`src/rtl/tmp100_poll_ctrl.sv`:
```
// tmp100_poll_ctrl: powers up, configures and periodically reads a TMP100 through the i2c_tmp100 engine,
// with bounded read retry, timeout reporting and a hysteretic over-temperature alarm.
module tmp100_poll_ctrl #(
  parameter logic        [15:0] POWERUP_CYC = 16'd4000,
  parameter logic        [23:0] POLL_CYC    = 24'd40000,
  parameter logic        [15:0] TIMEOUT_CYC = 16'd255,
  parameter logic        [3:0]  STAT_HOLD   = 4'd4,
  parameter logic        [7:0]  CFG_GROUPS  = 8'd4,
  parameter logic        [7:0]  RD_GROUPS   = 8'd2,
  parameter logic        [2:0]  MAX_RETRY   = 3'd3,
  parameter logic signed [11:0] T_HIGH      = 12'sh500,
  parameter logic signed [11:0] T_LOW       = 12'sh4B0
) (
  input  logic        i2c_clk_in,
  input  logic        i2c_rst_n_in,
  input  logic        poll_en,
  input  logic        rd_req,
  output logic        i2c_wr_rd,
  output logic [7:0]  group_number,
  output logic        i2c_stat,
  input  logic        i2c_wend,
  input  logic        i2c_rd_valid,
  input  logic [15:0] i2c_reg_out,
  output logic [11:0] temp_out,
  output logic        temp_valid,
  output logic        temp_alarm,
  output logic        i2c_err,
  output logic [7:0]  err_cnt,
  output logic        busy
);
  localparam logic [2:0] PWRUP     = 3'd0;
  localparam logic [2:0] CFG_START = 3'd1;
  localparam logic [2:0] CFG_WAIT  = 3'd2;
  localparam logic [2:0] POLL_WAIT = 3'd3;
  localparam logic [2:0] RD_START  = 3'd4;
  localparam logic [2:0] RD_WAIT   = 3'd5;
  logic [2:0] state;
  logic [15:0] pwr_cnt;
  logic [15:0] tcnt;
  logic [23:0] pcnt;
  logic [3:0] hcnt;
  logic [2:0] retry;
  logic wend_q;
  logic rdv_q;
  logic wend_edge;
  logic rdv_edge;
  logic tmo_hit;
  logic last_try;
  logic go_cfg;
  logic go_rd;
  logic signed [11:0] temp_new;
  logic unused_lsb;
  assign unused_lsb = ^i2c_reg_out[3:0];
  assign temp_new = i2c_reg_out[15:4];
  assign wend_edge = i2c_wend & ~wend_q;
  assign rdv_edge = i2c_rd_valid & ~rdv_q;
  // a completion edge in the timeout cycle takes priority over the timeout
  assign tmo_hit = (tcnt + 16'd1 == TIMEOUT_CYC) && (state == CFG_WAIT ? !wend_edge : state == RD_WAIT && !rdv_edge);
  assign last_try = retry + 3'd1 == MAX_RETRY;
  assign go_cfg = (state == PWRUP && pwr_cnt == POWERUP_CYC - 16'd1) || (tmo_hit && (state == CFG_WAIT || last_try));
  assign go_rd = (state == POLL_WAIT && (rd_req || (poll_en && pcnt == POLL_CYC - 24'd1))) ||
                 (tmo_hit && state == RD_WAIT && !last_try);
  assign busy = state != POLL_WAIT;
  always_ff @(posedge i2c_clk_in or negedge i2c_rst_n_in)
    if (!i2c_rst_n_in) begin
      state <= PWRUP;
      pwr_cnt <= 16'd0;
      tcnt <= 16'd0;
      pcnt <= 24'd0;
      hcnt <= 4'd0;
      retry <= 3'd0;
      wend_q <= 1'b0;
      rdv_q <= 1'b0;
      i2c_wr_rd <= 1'b0;
      group_number <= 8'd0;
      i2c_stat <= 1'b0;
      temp_out <= 12'd0;
      temp_valid <= 1'b0;
      temp_alarm <= 1'b0;
      i2c_err <= 1'b0;
      err_cnt <= 8'd0;
    end else begin
      wend_q <= i2c_wend;
      rdv_q <= i2c_rd_valid;
      temp_valid <= 1'b0;
      i2c_err <= 1'b0;
      tcnt <= tcnt + 16'd1;
      case (state)
        PWRUP: pwr_cnt <= pwr_cnt + 16'd1;
        CFG_START, RD_START:
          if (hcnt == STAT_HOLD - 4'd1) begin
            i2c_stat <= 1'b0;
            state <= state == CFG_START ? CFG_WAIT : RD_WAIT;
          end else hcnt <= hcnt + 4'd1;
        CFG_WAIT:
          if (wend_edge) begin
            retry <= 3'd0;
            pcnt <= 24'd0;
            state <= POLL_WAIT;
          end
        POLL_WAIT: pcnt <= poll_en ? pcnt + 24'd1 : 24'd0;
        RD_WAIT:
          if (rdv_edge) begin
            temp_out <= temp_new;
            temp_valid <= 1'b1;
            temp_alarm <= temp_new >= T_HIGH ? 1'b1 : temp_new < T_LOW ? 1'b0 : temp_alarm;
            retry <= 3'd0;
            pcnt <= 24'd0;
            state <= POLL_WAIT;
          end
        default: state <= PWRUP;
      endcase
      if (tmo_hit) begin
        i2c_err <= 1'b1;
        err_cnt <= err_cnt + {7'd0, err_cnt != 8'hFF};
        retry <= state == RD_WAIT && !last_try ? retry + 3'd1 : 3'd0;
      end
      // wr_rd and group_number are only loaded here, so they stay stable until the next start
      if (go_cfg || go_rd) begin
        state <= go_rd ? RD_START : CFG_START;
        i2c_wr_rd <= go_rd;
        group_number <= go_rd ? RD_GROUPS : CFG_GROUPS;
        i2c_stat <= 1'b1;
        hcnt <= 4'd0;
        tcnt <= 16'd0;
      end
    end
endmodule

```
`config.mk`:
```
export PLATFORM = sky130hd
export DESIGN_NAME = tmp100_poll_ctrl
export DESIGN_NICKNAME = d
export VERILOG_FILES = /design/src/rtl/tmp100_poll_ctrl.sv
export SDC_FILE = /design/constraint.sdc
export NUM_CORES = 1
export LEC_CHECK = 0
export CORE_MARGIN = 10
export CORE_UTILIZATION = 41
export CTS_CLUSTER_SIZE = 20
export DETAILED_ROUTE_END_ITERATION = 8
export PLACE_DENSITY = 0.7
export SETUP_SLACK_MARGIN = 0.3
export SYNTH_ARGS = -nofsm -noshare
export SYNTH_HDL_FRONTEND = slang
export SYNTH_SLANG_ARGS = --single-unit
export TNS_END_PERCENT = 30
```
`constraint.sdc`:
```
create_clock -name i2c_clk_in -period 3.15 [get_ports i2c_clk_in]
set_clock_uncertainty 0.1 [all_clocks]
set_input_delay 0.63 -clock i2c_clk_in [delete_from_list [all_inputs] [get_ports i2c_clk_in]]
set_output_delay 0.63 -clock i2c_clk_in [all_outputs]
set_load 0.02 [all_outputs]
```
==> results.json <==
{
  "outcome": "complete, no violations",
  "via_per_inst": 5.41,
  "cts_buffer_depth": 2,
  "num-fill-cells": 1026,
  "gp_congestion": 0.814,
  "yosysMostFrequentCell": "dfrtp_1",
  "hpwl_um": 7080,
  "grt_pass1_wl_um": 17100,
  "grt_max_degree": 58,
  "multi_input_area_um2": 2230,
  "worstPathMaxFanout": 7,
  "synth.distinct_cells": 55,
  "drt_pass1_iterations": 4,
  "finalSetupViolCount": 0,
  "finalMaxSlewViolations": 0,
  "synth_common_cells": "dfrtp_1 (94), nand2_1 (49), o21ai_0 (41)",
  "post_drt_wl_per_cell_um": 14.7,
  "cts_tree": "yes",
  "clk_latency_ns": 0.34,
  "min_period_over_period_pct": 86.8,
  "yosysTopAreaCell": "dfrtp_1",
  "worst_slew_pin_slew_ns": 0.662,
  "final.setup.tns_ns": 0,
  "async_reset_ff_share_pct": 100,
  "gr-total-overflow": 0,
  "worst_hold_slack_ns": 0.144,
  "cts_buffers": 9,
  "yosys-top-cells-area": "dfrtp_1 (50%), xnor2_1 (6.0%), o21ai_0 (4.4%)",
  "die-area_um2": 16200,
  "final_layout_size_suffix_gt1_share_pct": 10.3,
  "critPathKind": "reg2reg",
  "io_pins": 56,
  "synth.avg_cell_area_um2": 9.88,
  "endpoint_kind": "flip-flop",
  "max_cap_violations": 0,
  "p_leak_nw": 2.43,
  "relSlewSlack_pct": 55.8,
  "syn_inst": 476,
  "antenna_found_initial": 0,
  "grt_pass1_vias": 3646,
  "die_h_um": 127,
  "yosysSeqAreaShare_pct": 50.0,
  "vias": 3651,
  "p_per_area_nw_per_um2": 432,
  "max_freq_ghz": 0.366,
  "htreeDepth": 3,
  "initial_core_util_pct": 41.5,
  "cts.clk_slew.worst_paths_ns": 0.07,
  "synth_area_um2": 4700,
  "cts_sinks": 94,
  "synth_top_area_share_pct": 50.0,
  "regArea_um2": 2350,
  "syn_to_final_growth_pct": 20.8,
  "rows": 39,
  "slowest_delay_ns": 0.54,
  "fin_crit_ns": 2.74,
  "port_buffers": 45,
  "die_x_um": 127,
  "nNetsFinal": 558,
  "drtAntennaViolNets": 0,
  "synth_warnings": 0,
  "wl_um": 9940,
  "drcViolationCount": 0,
  "synth_edf_count": 0,
  "core_um2": 11300,
  "cp.required_ns": 3.27,
  "start_kind": "flip-flop",
  "cts_root_buffer": "clkbuf_16",
  "drt-initial-drc-count": 181,
  "grt_usage_pct": 12.5,
  "antenna_cells": 0,
  "ys_ff_latch": 94,
  "worstHoldPathType": "in2async",
  "ir_drop_v": 0.000426,
  "worstPathArrival_ns": 2.85,
  "rsz0062_at_grt": "true",
  "crit_chain": "ha_2, xnor2_1, or4b_1, a2111oi_2, nand4_1, buf_4, nor2_4, a31oi_1, nor3b_1",
  "cpMaxStageDelayCell": "or4b_1",
  "ys.flop_type": "dfrtp_1",
  "finalHoldViolCount": 0,
  "r2r_setup_slack_ns": 0.41
}
placed cells by master (no fill, tap or decap), types with 9 or more instances in the layout:
cell,netlist,final
dfrtp_1,94,94
clkdlybuf4s50_1,0,44
nand4_1,17,17
nor2_1,40,40
o21ai_0,41,41
nand2_1,49,49
a21oi_1,16,16
mux2_2,14,14
xnor2_1,32,32
nor3_1,11,11
nand3_1,18,18
and3_1,19,19
buf_4,9,13
inv_1,11,11
clkbuf_16,0,9
power by group:
group	switching, W	leakage, nW	total, W	internal, W
logic	0.0000536	1.04	0.0000960	0.0000424
clock network	0.000443	0.152	0.00114	0.000694
registers	0.00000495	1.24	0.00122	0.00122
cell type report:
cell class	count	share of cell area, %
inverters	11	0.727
flip-flops and latches	94	41.4
repair buffers	58	9.82
clock buffers	10	4.03
multi-input cells	353	39.3
well taps	143	3.15
clock inverters	6	1.52
cell families after synthesis:
logic type	share of synthesized area, %
adder cells (fa/ha/maj)	2.39
XOR/XNOR	7.26
multiplexers	3.80
other	0.0797
buffers and inverters	3.70
flip-flops	50.0
AO/OA/AOI/OAI	10.3
AND/OR/NAND/NOR	22.4
layer usage:
| layer | track usage [%] | vias up | routed length [um] |
|---|---|---|---|
| met5 | 0 | - | 0 |
| met4 | 4.42 | 0 | 115 |
| met3 | 4.92 | 12 | 803 |
| met2 | 20.7 | 79 | 4900 |
| met1 | 14.4 | 1789 | 4120 |
| li1 | - | 1771 | - |
flip-flops by register name (all words and copies together), names as in the netlist, 2 cells and up:
register and count:
pwr_cnt 16, pcnt 24, temp_out 12, state 3, group_number 2, tcnt 16, hcnt 4, err_cnt 8
retry 3
timing repair:
item,4_1_cts,5_1_grt
hold endpoints to repair,0,0
setup buffers,1,0
pin swaps,1,0
setup endpoints to repair,24,22
gates resized for setup,6,2
hold buffers,0,0
worst max-delay path, delay by kind of cell, from the launching register on:
kind            cells  cell delay, ns
compound gates      2            0.50
fa+ha+maj           1            0.25
buf+inv             1            0.18
simple gates        4            1.01
flops               1            0.44
xor+xnor            1            0.14
final timing paths:
| path | cells after the start | to | startpoint |
|---|---|---|---|
| hold / removal | 1 | temp_out[8] | i2c_rst_n_in |
| max in group asynchronous | 2 | pcnt[20] | i2c_rst_n_in |
| hold reg to reg | 1 | pwr_cnt[3] | pwr_cnt[3] |
| min in group i2c_clk_in | 1 | pwr_cnt[3] | pwr_cnt[3] |
| setup reg to reg | 9 | state[0] | tcnt[0] |
| setup / recovery | 9 | state[0] | tcnt[0] |
through the flow:
stage          total power, W  util [%]  instance area [um2]  setup WS, ns  cells
2_1_floorplan         0.00128         -                 4720         0.622    481
3_3_place_gp          0.00134      47.0                 5320         0.205    658
3_5_place_dp          0.00134      47.0                 5320         0.111    658
5_1_grt               0.00254      50.2                 5680         0.283    675
6_report              0.00245      50.2                 5680         0.415    675
4_1_cts               0.00249      50.1                 5670         0.350    675
Note: power is estimated with default switching activity, not from simulation.
